<file path="src/rtl/score_keeper_if.sv">
// Bus bundle for the whack-a-mole score keeper: game inputs and display outputs.
interface score_keeper_if;
    logic       Start;
    logic       Hit;
    logic       Miss;
    logic       Tick;
    logic [7:0] Score;
    logic [7:0] HighScore;
    logic [5:0] TimeLeft;
    logic       Playing;
    logic       GameOver;
    logic       NewHigh;

    // Game controller side: drives the requests, observes the scoreboard.
    modport master (
        output Start, Hit, Miss, Tick,
        input  Score, HighScore, TimeLeft, Playing, GameOver, NewHigh
    );

    // Score keeper side.
    modport slave (
        input  Start, Hit, Miss, Tick,
        output Score, HighScore, TimeLeft, Playing, GameOver, NewHigh
    );
endinterface

</file>
<file path="src/rtl/score_keeper.sv">
// Round timer, saturating score counter and high-score tracker for a
// whack-a-mole game. Three-state FSM: IDLE -> PLAY -> OVER -> PLAY ...
module score_keeper #(
    parameter int GAME_SECONDS = 30,
    parameter int MAX_SCORE    = 99
) (
    input  logic          Clock,
    input  logic          Reset,
    score_keeper_if.slave bus
);

    typedef enum logic [1:0] {
        IDLE = 2'd0,
        PLAY = 2'd1,
        OVER = 2'd2
    } state_t;

    state_t     state_reg;
    state_t     state_next;
    logic [7:0] score_reg;
    logic [7:0] high_score_reg;
    logic [5:0] time_left_reg;
    logic       new_high_reg;
    logic       round_end_reg;
    logic       hit_d_reg;
    logic       miss_d_reg;
    logic       playing;
    logic       game_over;

    // Edge detection on the level inputs; the delayed copies run in every state
    // so a level held across Reset release or round start never counts.
    logic hit_event;
    logic miss_event;
    logic start_round;
    logic last_tick;

    assign hit_event   = bus.Hit & ~hit_d_reg;
    assign miss_event  = bus.Miss & ~miss_d_reg;
    assign start_round = (state_reg != PLAY) && bus.Start;
    assign last_tick   = (state_reg == PLAY) && bus.Tick && (time_left_reg <= 6'd1);

    // State register.
    always_ff @(posedge Clock) begin
        if (Reset) begin
            state_reg <= IDLE;
        end else begin
            state_reg <= state_next;
        end
    end

    // Next-state logic: Start only matters outside PLAY; the final Tick ends the round.
    always_comb begin
        state_next = state_reg;
        case (state_reg)
            IDLE:    if (bus.Start) state_next = PLAY;
            PLAY:    if (last_tick) state_next = OVER;
            OVER:    if (bus.Start) state_next = PLAY;
            default: state_next = IDLE;
        endcase
    end

    // Status outputs decoded purely from the state register.
    always_comb begin
        playing   = 1'b0;
        game_over = 1'b0;
        case (state_reg)
            PLAY:    playing   = 1'b1;
            OVER:    game_over = 1'b1;
            default: ;
        endcase
    end

    // Score, timer and high-score datapath. round_end_reg marks the first OVER
    // cycle so the high-score compare happens exactly once per completed round;
    // Reset clears it, so an abandoned round never reaches the compare.
    always_ff @(posedge Clock) begin
        if (Reset) begin
            score_reg      <= 8'd0;
            high_score_reg <= 8'd0;
            time_left_reg  <= 6'd0;
            new_high_reg   <= 1'b0;
            round_end_reg  <= 1'b0;
            hit_d_reg      <= 1'b0;
            miss_d_reg     <= 1'b0;
        end else begin
            hit_d_reg     <= bus.Hit;
            miss_d_reg    <= bus.Miss;
            new_high_reg  <= 1'b0;
            round_end_reg <= last_tick;

            if (start_round) begin
                score_reg     <= 8'd0;
                time_left_reg <= 6'(GAME_SECONDS);
            end else if (state_reg == PLAY) begin
                // Simultaneous hit and miss cancel out.
                if (hit_event && !miss_event) begin
                    if (score_reg < 8'(MAX_SCORE)) score_reg <= score_reg + 8'd1;
                end else if (miss_event && !hit_event) begin
                    if (score_reg != 8'd0) score_reg <= score_reg - 8'd1;
                end
                if (bus.Tick && (time_left_reg != 6'd0)) begin
                    time_left_reg <= time_left_reg - 6'd1;
                end
            end

            if (round_end_reg && (score_reg > high_score_reg)) begin
                high_score_reg <= score_reg;
                new_high_reg   <= 1'b1;
            end
        end
    end

    assign bus.Score     = score_reg;
    assign bus.HighScore = high_score_reg;
    assign bus.TimeLeft  = time_left_reg;
    assign bus.Playing   = playing;
    assign bus.GameOver  = game_over;
    assign bus.NewHigh   = new_high_reg;

endmodule

</file>
<file path="src/flat_wrapper.sv">
// flat-port wrapper written by rule: the top's interface ports become plain ports
module score_keeper_flat 
#(
    parameter int GAME_SECONDS = 30,
    parameter int MAX_SCORE    = 99
)
  (Clock, Reset, bus_Start, bus_Hit, bus_Miss, bus_Tick, bus_Score, bus_HighScore, bus_TimeLeft, bus_Playing, bus_GameOver, bus_NewHigh);
  score_keeper_if bus_i ();
  input  logic Clock;
  input  logic Reset;
  input wire logic [$bits(bus_i.Start)-1:0] bus_Start;
  input wire logic [$bits(bus_i.Hit)-1:0] bus_Hit;
  input wire logic [$bits(bus_i.Miss)-1:0] bus_Miss;
  input wire logic [$bits(bus_i.Tick)-1:0] bus_Tick;
  output wire logic [$bits(bus_i.Score)-1:0] bus_Score;
  output wire logic [$bits(bus_i.HighScore)-1:0] bus_HighScore;
  output wire logic [$bits(bus_i.TimeLeft)-1:0] bus_TimeLeft;
  output wire logic [$bits(bus_i.Playing)-1:0] bus_Playing;
  output wire logic [$bits(bus_i.GameOver)-1:0] bus_GameOver;
  output wire logic [$bits(bus_i.NewHigh)-1:0] bus_NewHigh;
  assign bus_i.Start = bus_Start;
  assign bus_i.Hit = bus_Hit;
  assign bus_i.Miss = bus_Miss;
  assign bus_i.Tick = bus_Tick;
  assign bus_Score = bus_i.Score;
  assign bus_HighScore = bus_i.HighScore;
  assign bus_TimeLeft = bus_i.TimeLeft;
  assign bus_Playing = bus_i.Playing;
  assign bus_GameOver = bus_i.GameOver;
  assign bus_NewHigh = bus_i.NewHigh;
  score_keeper #(.GAME_SECONDS(GAME_SECONDS), .MAX_SCORE(MAX_SCORE)) u_core (.Clock(Clock), .Reset(Reset), .bus(bus_i));
endmodule
</file>
<file path="config.mk">
export PLATFORM = sky130hd
export DESIGN_NAME = score_keeper_flat
export DESIGN_NICKNAME = d
export VERILOG_FILES = /design/src/rtl/score_keeper_if.sv /design/src/rtl/score_keeper.sv /design/src/flat_wrapper.sv
export SDC_FILE = /design/constraint.sdc
export NUM_CORES = 1
export LEC_CHECK = 0
export CORE_ASPECT_RATIO = 1.5
export CORE_MARGIN = 2
export CORE_UTILIZATION = 56
export DETAILED_ROUTE_END_ITERATION = 16
export GPL_TIMING_DRIVEN = 0
export PLACE_DENSITY = 0.85
export SLEW_MARGIN = 20
export SYNTH_ARGS = -nofsm -noshare
export SYNTH_HDL_FRONTEND = slang
export SYNTH_SLANG_ARGS = --single-unit
</file>
<file path="constraint.sdc">
create_clock -name Clock -period 4 [get_ports Clock]
set_input_delay 0.4 -clock Clock [delete_from_list [all_inputs] [get_ports Clock]]
set_output_delay 0.4 -clock Clock [all_outputs]
set_load 0.005 [all_outputs]
</file>
**After elaboration in Yosys (flattened, before gate mapping)**

Index checks and enable logic that the tools add are counted.

- Equality and inequality tests: 6
- $lt $le $gt $ge: 3
- Muxes and demuxes: 13
- Reduce and logical (&&, ||, !) cells: 22
- Bitwise logic cells: 4
- Add/subtract/negate cells: 3

Operators by type and width:

| kind | number |
|---|---|
| 2-to-1 mux 8 bit | 4 |
| 2-to-1 mux 5 bit | 3 |
| adder 8 x 1 -> 8 bit (second input constant) | 1 |
| greater-than comparator 8 bit | 1 |
| < comparator 8 x 7 -> 1 bit (second input constant) | 1 |
| nonzero test 2 bit | 4 |
| nonzero test 8 bit | 1 |
| subtractor 8 x 1 -> 8 bit (second input constant) | 1 |
| logical AND 1 bit | 7 |
| <= comparator 6 x 1 -> 1 bit (second input constant) | 1 |
| inequality test 2 x 1 -> 1 bit (second input constant) | 3 |
| AND reduction 2 bit | 3 |
| nonzero test 6 bit | 1 |
| subtractor 6 x 1 -> 6 bit (second input constant) | 1 |
| 2-to-1 mux 2 bit | 2 |
| case mux 2 bit (2 select lines) | 1 |
| AND reduction 4 bit | 1 |
| OR reduction 2 bit | 2 |
| 2-to-1 mux 1 bit | 3 |
| bitwise AND 1 bit | 2 |
| equality test 2 x 1 -> 1 bit (second input constant) | 1 |
| equality test 2 bit (second input constant) | 1 |
| logical NOT 1 bit | 2 |
| logical NOT 2 bit | 1 |
| other kinds (2) | 3 |

- Output and inout bits: 25
- Register bits: 28
- Input bits: 6

**Logic depth before layout (Yosys ltp)**

Gate-level depths: netlist (run 1).

- Depth in word-level cells: 6
- Gate-level depth with buffers: 11

**Worst setup path before layout (run 1)**

No wires, ideal clock.

- Path kind: input port to flip-flop
- Start point: in bus_Hit
- End point: reg u_core.score_reg[7] (netlist: u_core.bus.Score[7])
- Arrival: 2.477 ns
- Slack: 1.453 ns
- Stages on the path: 10
- Path buffers: 1
- Cells stage by stage: nor2b_1 buf_4 nand2_1 ha_1 nand2_1 a311oi_1 o311ai_0 a211o_2 a21o_1 a21oi_1

- Word-level cells in the longest chain between the ends: 5

RTL lines:

| what | line | source |
|---|---|---|
| start: declaration | flat_wrapper.sv:12 | `input wire logic [$bits(bus_i.Hit)-1:0] bus_Hit;` |
| bitwise AND 1 bit (*) | score_keeper.sv:37 | `assign hit_event = bus.Hit & ~hit_d_reg;` |
| logical NOT 1 bit | score_keeper.sv:98 | `end else if (miss_event && !hit_event) begin` |
| logical AND 1 bit | score_keeper.sv:98 |  |
| nonzero test 2 bit (no source line) | -- |  |
| AND reduction 4 bit (no source line) | -- |  |
| end signal: assignment | score_keeper.sv:97 | `if (score_reg < 8'(MAX_SCORE)) score_reg <= score_reg + 8'd1;` |
| end signal: assignment | score_keeper.sv:99 | `if (score_reg != 8'd0) score_reg <= score_reg - 8'd1;` |
| end: declaration | score_keeper.sv:20 | `logic [7:0] score_reg;` |

Every way passes the cells marked *; elsewhere a longest branch is shown, timed or not.
A chain may end at the register's enable or synchronous reset.

**Final worst setup path (run 1)**

Ends and elaborated chain as after synthesis.

==> results of run 1 <==
-- worst min-delay path, stage by stage, from the launching register on --
cell and delay [ps]:
dfxtp_1 330, nand2b_1 70, mux2i_1 60
-- power by group --
group	switching, mW	internal, mW	leakage, nW
sequential	0.0111	0.288	0.228
combinational	0.0562	0.0535	0.523
clock	0.0843	0.0677	0.0216
total	0.152	0.409	0.772
-- per-stage QoR --
step / util / instances / instance area [sq um]
global route: 0.725 / 265 / 2130
floorplan: - / 194 / 1750
global placement: 0.710 / 262 / 2090
finish: 0.725 / 265 / 2130
detailed placement: 0.710 / 262 / 2090
CTS: 0.724 / 265 / 2130
-- per-layer routing --
layer / track usage / up-vias / part of all wire
met5: 0 / - / 0
met3: 0.0206 / 12 / 0.029
li1: - / 745 / -
met2: 0.468 / 47 / 0.56
met1: 0.256 / 706 / 0.38
met4: 0.111 / 0 / 0.028
-- kinds of logic (layout without fill, tap and decap cells) --
kind of cell	Yosys count	in the layout
AOI/OAI and AO/OA	42	42
xor gates and xnor gates	10	10
adders and majority gates	16	16
buffers and inverters	21	53
DFF	28	28
muxes	10	10
and+or+nand+nor	67	67
-- final cells by class --
class,instances,area share
well taps,39,0.0229
multi-input cells,145,0.514
clock buffers,3,0.0194
repair buffers,29,0.136
inverters,14,0.0246
plain buffers,7,0.0199
flip-flops and latches,28,0.263
-- final timing paths --
path	slack (ps)	start	to	cells after the start
worst max register to register	1130	u_core.hit_d_reg	u_core.bus.Score[7]	10
worst max-delay path	820	bus_Hit	u_core.bus.Score[7]	11
worst min register to register	500	u_core.bus.HighScore[1]	u_core.bus.HighScore[1]	2
worst min-delay path	500	u_core.bus.HighScore[1]	u_core.bus.HighScore[1]	2
-- Yosys cell counts, types with 2 or more instances --
cell       number  area (sq um)
nor3_1          5          25.0
clkbuf_1        3          11.3
nand2_1         9          33.8
a211o_2         2          20.0
o21a_1          2          15.0
xor2_1          5          43.8
nand3_1         4          20.0
or3_1           2          12.5
a21o_1          4          30.0
dfxtp_1        28           561
nand4_1         3          18.8
a211oi_1        4          30.0
inv_1          14          52.6
a21oi_1        14          70.1
xnor2_1         5          43.8
nor2b_1         7          43.8
a2111oi_4       2          55.1
mux2i_1        10           100
nor2_1         11          41.3
ha_1           16           200
o21ai_0         5          25.0
nand2b_1       19           119
==> impl_metrics.yaml, run 1 <==
clock_tree:
  clk_pin_slew_worst_paths_ps: 90
  tritoncts: "yes"
  clk_latency_ps: 270
  clockBufferDepth: 2
  hold_buffers: 0
  cts_setup_buffers: 0
  clock-sinks: 28
  clockRootBuffer: "clkbuf_8"
  cts.htree.levels: 1
  cts_resized: 0
  cts_buffers: 3
timing:
  fin_setup_tns_ps: 0
  skew_ps: 3.55
  fmax_mhz: 314
  finalHoldViolCount: 0
  period_share: 0.795
  period_needed_ps: 3180
  max-slew-margin-rel: 0.564
  fin_hold_ws_ps: 501
  final_max_slew_viol_count: 0
  rsz0062_at_grt: "no"
  setup_ws_ps: 820
  setup_viol: 0
  worstMarginPinSlew_ps: 650
yosys:
  async_reset_ff_frac: 0
  synth_xor_area_frac: 0.0501
  postSynthCellCount: 194
  ys_seq_elements: 28
  yosys_warnings: 0
  ys_seq_area_frac: 0.320
  ys.flop_type: "dfxtp_1"
  synth-edff-count: 0
  netlist_area_sq_um: 1750
  synth_mux_area_frac: 0.0572
  ys_types: 42
  synth_top_family_by_area: "simple AND/OR/NAND/NOR gates"
  synth_nets: 216
  syn_avg_cell_area_sq_um: 9.02
  synth-simple-area-share: 0.208
  synthAdderAreaFrac: 0.114
  synth_compound_area_frac: 0.195
die:
  core_sq_um: 2940
  die_h_microns: 72.5
  row_count: 24
  start_util: 0.594
  die_w_microns: 49.6
  ioPinCount: 31
  dieArea_sq_um: 3600
critical_path:
  cp_max_fo: 10
  critPathCaptureType: "flip-flop"
  critPathBufInv: 2
  start_kind: "input port"
  slowest_stage: "clkdlybuf4s50_1"
  critPathTopFamily: "compound AO/OA/AOI/OAI gates"
  arrival_ps: 3390
  worstPathCellList: "clkdlybuf4s50_1 > nor2b_1 > buf_4 > nand2_1 > ha_1 > nand2_1 > a311oi_1 > o311ai_0 > a211o_2 > a21o_1 > a21oi_1"
  slowest_delay_ps: 460
  crit_top_cell: "nand2_1"
  path_class: "in -> reg"
  worst-endpoint-required_ps: 4210
cells_and_area:
  areaGrowthSynthToFinish_pct: 22.0
  register_area_sq_um: 561
  final_common_cell: "clkdlybuf4s50_1"
  finalNetCount: 250
  drive_gt1_frac: 0.0708
  fillerInstances: 249
  multiInputGateArea_sq_um: 1100
  final_cell_mix: "clkdlybuf4s50_1, dfxtp_1, nand2b_1"
  diodes: 0
global_route:
  grt_pass1_wl_mm: 6.65
  overflow: 0
  track_usage: 0.241
  grt_pass1_vias: 1482
  antenna_found_initial: 0
  grt_max_degree: 15
route:
  vias: 1510
  drt_iter0_markers: 37
  routed_wl_mm: 4.01
  postRouteAntennaNets: 0
  viasPerCell: 5.70
  firstDrtPassIters: 4
  wl_per_cell_microns: 15.1
  drc_errors: 0
place:
  numPortBuffers: 29
  place.gp.congestion: 0.890
  dp_hpwl_mm: 3.10
  post-place-ws_ps: 612
status:
  outcome: "completed"
worst_hold_path:
  worstHoldPathType: "reg -> reg"
power:
  ir_worst_vdd_mv: 0.262
  p_total_uw: 561
  leakage_nw: 0.772
  p_per_area_nw_per_um2: 263
run:
  maxCapViolCount: 0
Note: power is estimated with default switching activity, not from simulation.
==> run 2: changes to the inputs <==
Settings changed: CORE_UTILIZATION 56 to 52, PLACE_DENSITY 0.85 to 0.8.
Clock period 4 ns to 2.95 ns, I/O delays scaled along.
==> run 2 against run 1 <==
  * Critical path type unchanged
  * Critical path depth stayed put
  * Setup slack got worse by 620 ps
  * Count of clock-buffer cells in the layout did not move
  * Clock skew is 1.4 ps lower
  * Routed wire length fell by 2.8%
==> impl_metrics.yaml, run 2 (synthesized netlist as in run 1, its figures left out) <==
worst_hold_path:
  worstHoldPathType: "reg -> reg"
  holdPathStages: 2
critical_path:
  arrival_ps: 2960
  path_class: "in -> reg"
  cp_max_fo: 10
  reg2reg_from: "u_core.miss_d_reg"
  r2r_setup_slack_ps: 350
  worstPathCellList: "clkdlybuf4s50_1 > nor2b_2 > buf_4 > nand2_2 > ha_1 > nand2_1 > a311oi_2 > o311ai_0 > a211o_2 > a21o_1 > a21oi_1"
  worst-endpoint-required_ps: 3160
  critPathCaptureType: "flip-flop"
  slowest_delay_ps: 460
  r2r_cells: 10
  start_kind: "input port"
  reg2reg_to: "u_core.bus.Score[7]"
  slowest_stage: "clkdlybuf4s50_1"
  crit_start: "bus_Hit"
  crit_end: "u_core.bus.Score[7]"
die:
  ioPinCount: 31
  die_h_microns: 75.0
  start_util: 0.548
  core_sq_um: 3190
  die_w_microns: 51.4
  dieArea_sq_um: 3850
  row_count: 25
status:
  outcome: "completed"
route:
  vias: 1515
  firstDrtPassIters: 4
  viasPerCell: 5.67
  drc_errors: 0
  drt_iter0_markers: 43
  routed_wl_mm: 3.89
  wl_per_cell_microns: 14.6
  postRouteAntennaNets: 0
power:
  ir_worst_vdd_mv: 0.365
  p_int_uw: 646
  p_per_area_nw_per_um2: 393
  p_sw_uw: 214
  leakage_nw: 0.788
  seqPwrFrac: 0.473
  combPwrFrac: 0.172
  clkPwrFrac: 0.355
  switching_share: 0.249
clock_tree:
  cts_buffers: 3
  hold_buffers: 0
  clock-sinks: 28
  clockBufferDepth: 2
  clk_pin_slew_worst_paths_ps: 100
  cts.htree.levels: 1
  clockRootBuffer: "clkbuf_8"
  clk_latency_ps: 270
  tritoncts: "yes"
cells_and_area:
  multiInputGateArea_sq_um: 1120
  drive_gt1_frac: 0.0925
  finalNetCount: 250
  postLayoutCellArea_sq_um: 2190
  diodes: 0
  fillerInstances: 268
  final_cell_mix: "clkdlybuf4s50_1, dfxtp_1, nand2b_1"
  instances_no_fill: 267
  utilization: 0.686
  register_area_sq_um: 561
  areaGrowthSynthToFinish_pct: 25.1
  final_common_cell: "clkdlybuf4s50_1"
place:
  dp_cells: 263
  dp_hpwl_mm: 2.87
  numPortBuffers: 29
  dpl_cell_area_sq_um: 2090
  place.gp.congestion: 0.891
run:
  maxCapViolCount: 0
timing:
  period_needed_ps: 2740
  final_max_slew_viol_count: 0
  worstMarginPinSlew_ps: 658
  fmax_mhz: 364
  rsz0062_at_grt: "no"
  max-slew-margin-rel: 0.561
  skew_ps: 2.10
  setup_viol: 0
  finalHoldViolCount: 0
  period_share: 0.930
global_route:
  overflow: 0
  antenna_found_initial: 0
  grt_max_degree: 17
  track_usage: 0.214
  grt_pass1_wl_mm: 6.31
  grt_pass1_vias: 1456
[run 2: changes by cell type in the layout (fill, tap and decap cells not counted), sizes merged]
cell	change
bufinv	+1
[run 2: what timing repair did]
item / CTS / global route
resized for setup: 0 / 4
setup endpoints to repair: 0 / 1
buffers inserted: 0 / 0
[run 2: how the worst min path moves through the flow]
| stage | startpoint | endpoint | slack [ps] |
|---|---|---|---|
| floorplan | bus_Hit | u_core.hit_d_reg | 420 |
| global placement | u_core.bus.HighScore[3] | u_core.bus.HighScore[3] | 470 |
| detailed placement | u_core.bus.HighScore[5] | u_core.bus.HighScore[5] | 490 |
| CTS | u_core.bus.HighScore[5] | u_core.bus.HighScore[5] | 500 |
| global route | u_core.bus.HighScore[5] | u_core.bus.HighScore[5] | 530 |
| finish | u_core.bus.HighScore[2] | u_core.bus.HighScore[2] | 500 |
[run 2: final cells by class]
| class | count | share of cell area |
|---|---|---|
| multi-input combinational | 145 | 0.512 |
| buffer | 7 | 0.0194 |
| inverter | 14 | 0.0240 |
| sequential | 28 | 0.256 |
| timing repair buffer | 29 | 0.133 |
| clock buffer | 3 | 0.0189 |
| tap | 40 | 0.0229 |
| clock inverter | 1 | 0.0137 |
[run 2: critical path: cells and delay by family]
| kind | cells | cell delay [ps] |
|---|---|---|
| simple gates | 3 | 480 |
| buf+inv | 2 | 670 |
| compound gates | 5 | 1140 |
| fa+ha+maj | 1 | 370 |
[run 2: power by group through the flow]
stage	registers, mW	clock network [mW]	logic, mW
4_1_cts	0.406	0.308	0.144
2_1_floorplan	0.412	0	0.0968
3_3_place_gp	0.414	0	0.140
5_1_grt	0.408	0.321	0.164
3_5_place_dp	0.414	0	0.143
6_report	0.406	0.305	0.148
[run 2: metal layers]
metal  wire (microns)  track usage  part of all wire  vias to the layer above
li1                 -            -                 -                      750
met1             1670        0.255              0.43                      733
met2             2100        0.407              0.54                       30
met3              111       0.0238             0.029                        2
met4               18       0.0556            0.0046                        0
met5                0            0                 0                        -
[run 2: per-stage QoR]
step | setup slack, ps | hold WS, ps | setup TNS [ps] | total power, mW
global placement | -244 | 473 | -244 | 0.554
finish | 205 | 500 | 0 | 0.859
global route | 68.3 | 534 | 0 | 0.893
CTS | 8.43 | 504 | 0 | 0.858
floorplan | 508 | 423 | 0 | 0.509
detailed placement | -278 | 485 | -322 | 0.558
